### config.mk
export PLATFORM = sky130hd
export DESIGN_NAME = load_unit
export DESIGN_NICKNAME = d
export VERILOG_FILES = /design/src/rtl/load_unit.sv
export SDC_FILE = /design/constraint.sdc
export NUM_CORES = 1
export LEC_CHECK = 0
export CAP_MARGIN = 20
export CORE_ASPECT_RATIO = 1.2
export CORE_MARGIN = 2
export CORE_UTILIZATION = 40
export CTS_CLUSTER_SIZE = 28
export DETAILED_ROUTE_END_ITERATION = 7
export PLACE_DENSITY = 0.77
export SYNTH_ARGS = -nofsm -noshare
export SYNTH_HDL_FRONTEND = slang
export SYNTH_SLANG_ARGS = --single-unit
### constraint.sdc
create_clock -name clk -period 1.5 [get_ports clk]
set_input_delay 0.15 -clock clk [delete_from_list [all_inputs] [get_ports clk]]
set_output_delay 0.15 -clock clk [all_outputs]
set_load 0.02 [all_outputs]
### src/rtl/load_unit.sv
// ---------------------------------------------------------------------------
// load_unit
// Multi-cycle data-memory load sequencer. It accepts a byte-addressed load
// request, runs a req/ack read on the word-wide data memory port, then
// extracts and sign/zero-extends the addressed byte, half or word. The
// result is held on load_data, which feeds the memory-data input of the
// writeback select mux. Misaligned or reserved-size requests and unanswered
// memory reads end in a one-cycle error pulse, so the core never hangs.
//
// Ports:
//   clk        - the only clock; all state changes on the rising edge
//   reset      - synchronous, active-high
//   start      - load request, sampled only while idle
//   address    - byte address of the load
//   size       - 0 byte, 1 half, 2 word, 3 reserved (always errors)
//   sign_ext   - 1 sign-extend, 0 zero-extend (byte/half only)
//   mem_req    - memory read request, held until mem_ack
//   mem_addr   - word-aligned read address
//   mem_ack    - memory response valid
//   mem_rdata  - memory read word
//   load_data  - extracted, extended load result
//   done       - one-cycle pulse, load_data updated
//   error      - one-cycle pulse, misaligned / reserved size / timeout
//   busy       - high in every state except idle
// ---------------------------------------------------------------------------
module load_unit #(
    parameter int word_size      = 32,
    parameter int addr_size      = 32,
    parameter int timeout_cycles = 15
) (
    input  logic                 clk,
    input  logic                 reset,
    input  logic                 start,
    input  logic [addr_size-1:0] address,
    input  logic [1:0]           size,
    input  logic                 sign_ext,
    output logic                 mem_req,
    output logic [addr_size-1:0] mem_addr,
    input  logic                 mem_ack,
    input  logic [word_size-1:0] mem_rdata,
    output logic [word_size-1:0] load_data,
    output logic                 done,
    output logic                 error,
    output logic                 busy
);

    typedef enum logic [1:0] {
        ST_IDLE = 2'd0,
        ST_WAIT = 2'd1,
        ST_DONE = 2'd2,
        ST_ERR  = 2'd3
    } state_t;

    // Counter limit; the legal timeout range fits in 8 bits.
    localparam logic [7:0] timeout_lim = 8'(timeout_cycles);

    // Request legality: bytes anywhere, halves on even, words on 4-byte
    // boundaries; the reserved size never passes.
    function automatic logic is_legal(input logic [1:0] off, input logic [1:0] sz);
        logic ok;
        ok = 1'b0;
        case (sz)
            2'd0:    ok = 1'b1;
            2'd1:    ok = ~off[0];
            2'd2:    ok = (off == 2'd0);
            default: ok = 1'b0;
        endcase
        return ok;
    endfunction

    // Little-endian lane extraction followed by sign or zero extension.
    function automatic logic [word_size-1:0] extract_lane(
        input logic [word_size-1:0] word,
        input logic [1:0]           off,
        input logic [1:0]           sz,
        input logic                 sx
    );
        logic [7:0]           byte_v;
        logic [15:0]          half_v;
        logic [word_size-1:0] res;
        byte_v = 8'h00;
        half_v = 16'h0000;
        res    = {word_size{1'b0}};
        case (off)
            2'd0:    byte_v = word[7:0];
            2'd1:    byte_v = word[15:8];
            2'd2:    byte_v = word[23:16];
            2'd3:    byte_v = word[31:24];
            default: byte_v = 8'h00;
        endcase
        if (off[1]) begin
            half_v = word[31:16];
        end else begin
            half_v = word[15:0];
        end
        case (sz)
            2'd0:    res = {{(word_size-8){sx & byte_v[7]}}, byte_v};
            2'd1:    res = {{(word_size-16){sx & half_v[15]}}, half_v};
            default: res = word;  // word loads ignore sign_ext
        endcase
        return res;
    endfunction

    state_t               state_r, state_next_s;
    logic [7:0]           cnt_r, cnt_next_s, cnt_inc_s;
    logic [1:0]           off_r, off_next_s;
    logic [1:0]           size_r, size_next_s;
    logic                 sext_r, sext_next_s;
    logic                 mem_req_r, mem_req_next_s;
    logic [addr_size-1:0] mem_addr_r, mem_addr_next_s;
    logic [word_size-1:0] load_data_r, load_data_next_s;
    logic                 done_r, done_next_s;
    logic                 error_r, error_next_s;
    logic                 busy_r, busy_next_s;

    assign cnt_inc_s = cnt_r + 8'd1;

    // Next-state and next-output logic; every output is computed here and
    // registered below so the ports come straight from flops.
    always_comb begin
        state_next_s     = state_r;
        cnt_next_s       = cnt_r;
        off_next_s       = off_r;
        size_next_s      = size_r;
        sext_next_s      = sext_r;
        mem_req_next_s   = mem_req_r;
        mem_addr_next_s  = mem_addr_r;
        load_data_next_s = load_data_r;
        done_next_s      = 1'b0;
        error_next_s     = 1'b0;
        case (state_r)
            ST_IDLE: begin
                if (start) begin
                    if (is_legal(address[1:0], size)) begin
                        state_next_s    = ST_WAIT;
                        mem_req_next_s  = 1'b1;
                        mem_addr_next_s = {address[addr_size-1:2], 2'b00};
                        cnt_next_s      = 8'd0;
                        off_next_s      = address[1:0];
                        size_next_s     = size;
                        sext_next_s     = sign_ext;
                    end else begin
                        // Rejected before any memory traffic.
                        state_next_s = ST_ERR;
                        error_next_s = 1'b1;
                    end
                end else begin
                    state_next_s = ST_IDLE;
                end
            end
            ST_WAIT: begin
                if (mem_ack) begin
                    // An ack on the last allowed cycle still wins over timeout.
                    state_next_s     = ST_DONE;
                    load_data_next_s = extract_lane(mem_rdata, off_r, size_r, sext_r);
                    done_next_s      = 1'b1;
                    mem_req_next_s   = 1'b0;
                end else if (cnt_inc_s >= timeout_lim) begin
                    state_next_s   = ST_ERR;
                    error_next_s   = 1'b1;
                    mem_req_next_s = 1'b0;
                    cnt_next_s     = cnt_inc_s;
                end else begin
                    cnt_next_s = cnt_inc_s;
                end
            end
            ST_DONE: begin
                state_next_s = ST_IDLE;
            end
            ST_ERR: begin
                state_next_s = ST_IDLE;
            end
            default: begin
                state_next_s   = ST_IDLE;
                mem_req_next_s = 1'b0;
            end
        endcase
        busy_next_s = (state_next_s != ST_IDLE);
    end

    // State and output registers with synchronous reset.
    always_ff @(posedge clk) begin
        if (reset) begin
            state_r     <= ST_IDLE;
            cnt_r       <= 8'd0;
            off_r       <= 2'd0;
            size_r      <= 2'd0;
            sext_r      <= 1'b0;
            mem_req_r   <= 1'b0;
            mem_addr_r  <= {addr_size{1'b0}};
            load_data_r <= {word_size{1'b0}};
            done_r      <= 1'b0;
            error_r     <= 1'b0;
            busy_r      <= 1'b0;
        end else begin
            state_r     <= state_next_s;
            cnt_r       <= cnt_next_s;
            off_r       <= off_next_s;
            size_r      <= size_next_s;
            sext_r      <= sext_next_s;
            mem_req_r   <= mem_req_next_s;
            mem_addr_r  <= mem_addr_next_s;
            load_data_r <= load_data_next_s;
            done_r      <= done_next_s;
            error_r     <= error_next_s;
            busy_r      <= busy_next_s;
        end
    end

    assign mem_req   = mem_req_r;
    assign mem_addr  = mem_addr_r;
    assign load_data = load_data_r;
    assign done      = done_r;
    assign error     = error_r;
    assign busy      = busy_r;

endmodule

==> After elaboration in Yosys (flattened, before gate mapping) <==
Index checks and enable logic that the tools add are counted.
W data, S select, Z words.
{ "totals": {"n_memories": 0, "mem_bits_rw": 0, "elab_cells": 73, "romBits": 0, "register_bits": 81, "out_inout_bits": 68, "latchBits": 0, "in_bits": 71} }
{ "classes": {"bitwise_logic": 4, "eq_ne": 13, "shift": 0, "addsub": 1, "multipliers": 0, "reduce_logical": 13, "magnitude_cmp": 1, "div": 0, "n_mux": 30} }
{ "op_table": {"columns": ["cell", "n"], "rows": [
  ["$pmux W32 S2", 1],
  ["$mux W16", 3],
  ["$mux W8", 5],
  ["$pmux W8 S4", 1],
  ["$pmux W8 S2", 1],
  ["$mux W1", 11],
  ["$eq A2 B2 Y1 const B", 5],
  ["$logic_not A2 Y1", 5],
  ["$add A8 B1 Y8 const B", 1],
  ["$eq A2 B1 Y1 const B", 4],
  ["$ge A8 B4 Y1 const B", 1],
  ["$mux W2", 4],
  ["$reduce_and A4 Y1", 2],
  ["$ne A2 B2 Y1 const B", 3],
  ["$pmux W2 S3", 1],
  ["$pmux W1 S2", 2],
  ["$reduce_bool A2 Y1", 2],
  ["$reduce_or A2 Y1", 2],
  ["$ne A3 B3 Y1 const B", 1],
  ["$pmux W1 S3", 1],
  ["$reduce_and A3 Y1", 1],
  ["$and A1 B1 Y1", 2],
  ["$not A1 Y1", 2],
  ["$reduce_and A2 Y1", 1]
]} }

==> Logic depth before layout (Yosys ltp) <==
Gate-level depths: netlist of the first run.
{ "logic_depth": {"depth_word": 8, "ltp_mapped": 7, "depth_no_buf": 6} }

==> Worst setup path before layout of the first run <==
OpenSTA, ideal clock, no wires.
{ "synth_timing": {"path_kind": "flip-flop to flip-flop", "start": "register off_r[1]", "end": "register load_data_r[21] (netlist: load_data[21])", "path_stages_with_launch": 8, "slack_ns": -0.116, "arrival_time_ns": 1.496, "setup_time_ns": 0.119, "period_less_slack_ns": 1.616, "n_path_buf": 2, "required_ns": 1.381, "path_cell_list": "dfxtp_1 > buf_2 > mux4_2 > nand2b_1 > a21oi_1 > nor2_4 > buf_6 > a21oi_1"} }
{ "synth_via": {"elab_chain_cells": 6, "elab_cells_between_ends": 13, "classes_between": "eq/ne: 3; mux: 7; bitwise: 2; reduce/logical: 1"} }
{ "synth_rtl": {"columns": ["item", "line", "source"], "rows": [
  ["start, declared", "106", "logic [1:0] off_r, off_next_s;"],
  ["start signal, assigned", "198", "off_r <= off_next_s;"],
  ["$eq A2 B2 Y1 (tied with other cells)", "84", "case (off)"],
  ["$pmux W8 S4", "84", null],
  ["$mux W8", "152", "if (mem_ack) begin"],
  ["$mux W8", "131", "case (state_r)"],
  ["$and A1 B1 Y1", "97", "2'd0: res = {{(word_size-8){sx & byte_v[7]}}, byte_v};"],
  ["$pmux W32 S2 *", "96", "case (sz)"],
  ["end signal, assigned", "191", "load_data_r <= {word_size{1'b0}};"],
  ["end signal, assigned", "203", "load_data_r <= load_data_next_s;"],
  ["end, declared", "111", "logic [word_size-1:0] load_data_r, load_data_next_s;"]
]} }
Every way passes the cells marked *; elsewhere a longest branch is shown, timed or not. The select of a mux whose other input is x is not followed.
A chain may end at the register's enable or synchronous reset.

==> Worst setup path after layout of the first run <==
{ "layout_timing": {"start": "register off_r[1]", "end": "register load_data_r[27] (netlist: load_data[27])"} }
The elaborated chain is that of the path after synthesis.

==> impl_metrics.toml, run 1 <==
[status]
status = "finished with violations"
violations = "setup timing"

[critical_path]
crit_required_ps = 1750
crit_slowest_cell = "mux4_2"
worst-setup-path-type = "flop to flop"
max_stage_delay_ps = 530
startpoint_type = "flop"
cp.depth = 6
worst_ep_arrival_time_ps = 1760
end_kind = "flop"
cp_max_fo = 16
path_buf_inv = 1
critical_path.top_delay_family = "multiplexers"
reg2reg_depth = 6
worstPathCellList = "mux4_2, nand2b_4, a21oi_2, nor2_4, buf_12, a21oi_1"

[synth]
synth_top_family_by_area = "compound AO/OA/AOI/OAI gates"
ys_top_cells_by_area = "dfxtp_1 (45%), nand2_1 (13%), a21oi_1 (11%)"
avgSynthCellArea_um2 = 7.62
yosys.area.top_type = "dfxtp_1"
synthFlopType = "dfxtp_1"
synth_commonest_cells = "nand2_1 (124), a21oi_1 (81), dfxtp_1 (81), o21ai_0 (38), nor2_1 (29)"
ys_async_sr_fraction_pct = 0
synth_edf_count = 0
synth.area.mux_share_pct = 0.933
seq_area_frac_synth_pct = 44.8
synth_cell_type_count = 45
synth_compound_area_share_pct = 25.0
yosysTopAreaCellShare_pct = 44.8
yosysWarnings = 0
syn_inst = 475
yosys.area_share.adder_pct = 0.691
yosysMostFrequentCell = "nand2_1"
yosys.area_share.simple_pct = 22.3
synth_xor_area_share_pct = 0.484
syn_area_mm2 = 0.00362
ys_ff_latch = 81

[sta]
slew_viol_final = 0
fmax_ghz = 0.662
fin_crit_sh_pct = 101
setup_slack_ps = -11.0
setup_viol = 1
period_needed_ps = 1510
grt_setup_unrepaired = "yes"
fin_worst_skew_ps = 13.0
tns_ps = -11.0
hold_viol_final = 0

[routing]
highest_layer = "met4"
vias_per_cell = 5.37
drt-initial-drc-count = 182
wl_per_cell_um = 15.8
first_pass_iters = 6
wl_met2_um = 6140
drcViolationCount = 0
met3_length_um = 753
wirelength_um = 12100
ant_nets = 0
vias = 4111
met1Wirelength_um = 4740

[power_and_ir_drop]
ir_drop_uv = 686
power_density_mw_per_mm2 = 863
p_leak_nw = 2.89

[place]
pre_cts_slack_ps = -378
hpwl_um = 8170
post_dp_cell_area_mm2 = 0.00537
dp_cells = 742
gp_congestion = 0.887
io_buffers = 136

[global_routing]
grt_pass1_vias = 3923
grt_max_degree = 29
grt_pass1_wl_um = 18300
grt_overflow = 0
gr-usage-all-layers_pct = 23.1
antenna_found_initial = 1

[clock_network]
cts_root_buf = "clkbuf_8"
cts_made_buffers = 9
cts_tree = "done"
clk_latency_ps = 370
clockBufferDepth = 2
clock-sinks = 81
clkSlewWorstSetupHoldPaths_ps = 80
h-tree-depth = 3

[final_layout]
drive_gt1_share_pct = 18.0
fillCellCount = 749
nets = 713
postLayoutCellArea_mm2 = 0.00602
fin_util_pct = 67.3
finalNonFillerCells = 766
area_delta_synth_final_pct = 66.3

[floorplan]
pin_count = 139
fp.dieH_um = 108
num_rows = 38
core_mm2 = 0.00894
initial_core_util_pct = 40.5
dieWidth_um = 90.8
dieArea_mm2 = 0.00983

[min_path]
min_path_type = "input pin to flop"
hold_depth = 3

[flow_run]
cap_violations = 0
## tightest hold or removal path, delay by kind of cell
kind / cells / cell delay, ps
AND/OR/NAND/NOR: 1 / 60
AO/OA/AOI/OAI: 1 / 50
buffers and inverters: 1 / 140
## power by group
part | internal (W) | total, W | leakage, nW | switching (W)
clock | 0.000987 | 0.00179 | 0.107 | 0.000799
sequential | 0.00225 | 0.00231 | 0.664 | 0.0000628
combinational | 0.000543 | 0.00109 | 2.12 | 0.000552
## logic make-up after synthesis
family	after synthesis
flip-flops	81
XOR/XNOR	2
buffers and inverters	44
other	1
adder cells (fa/ha/maj)	2
AND/OR/NAND/NOR	188
AO/OA/AOI/OAI	155
multiplexers	2
## layout by cell type, fill, tap and decap left out, drive strengths merged, types with 2 or more instances in the layout
master and n:
a211oi 4, a21oi 81, a22oi 7, a31oi 3
a32oi 6, and2 3, buf 53, bufinv 2
clkbuf 12, clkdlybuf4s50 90, conb 2, dfxtp 81
dlygate4sd2 3, dlymetal6s2s 42, ha 2, inv 9
nand2 124, nand2b 7, nand3 4, nand3b 4
nor2 31, nor2b 5, nor3 4, o211a 2
o21a 2, o21ai 38, o221ai 7, or3 3
## state kept, by name, indices dropped and copies added, names as in the netlist
name	cells
busy	1
cnt_r	8
done	1
error	1
load_data	32
mem_addr	30
mem_req	1
off_r	2
sext_r	1
size_r	2
state_r	2
## metal layers
layer  GRT usage, %  vias up
met4           14.1        0
met5              0        -
li1               -     1952
met3           5.02       38
met2           40.2      180
met1           26.0     1941
## stage by stage
step | hold slack, ps | power, W
2_1_floorplan | 279 | 0.00284
3_3_place_gp | 441 | 0.00337
3_5_place_dp | 446 | 0.00340
4_1_cts | 89.5 | 0.00518
5_1_grt | 70.5 | 0.00542
6_report | 75.6 | 0.00520
## worst paths after layout
path / from / endpoint / slack (ps)
worst min register to register: mem_addr[2]$_SDFFE_PP0P_ / mem_addr[2]$_SDFFE_PP0P_ / 450
worst max register to register: off_r[1]$_SDFFE_PP0P_ / load_data[27]$_SDFFE_PP0P_ / -10
worst max-delay path: off_r[1]$_SDFFE_PP0P_ / load_data[27]$_SDFFE_PP0P_ / -10
worst min-delay path: address[1] / off_r[1]$_SDFFE_PP0P_ / 80
## layout make-up
class                      instances  area, µm²  share of cell area (%)
antenna                            1       2.50                  0.0416
clock buffer                      12        145                    2.41
clock inverter                     4       76.3                    1.27
inverter                           9       33.8                   0.561
multi-input combinational        351       2030                    33.7
sequential                        81       1640                    27.3
tap                              120        150                    2.49
timing repair buffer             188       1940                    32.2
## what timing repair did
| action | in CTS | in global routing |
|---|---|---|
| pin swaps | 8 | 17 |
| hold buffers | 0 | 0 |
| gates cloned | 0 | 3 |
| setup endpoints to repair | 25 | 112 |
| setup buffers | 1 | 5 |
| resized for setup | 25 | 93 |
(Power assumes the default switching activity.)
==> inputs of run 2 (changes only) <==
- GPL_ROUTABILITY_DRIVEN: default -> 0
==> results of run 2 <==
The final DEF is identical to that of run 1; final timing and power are the same.
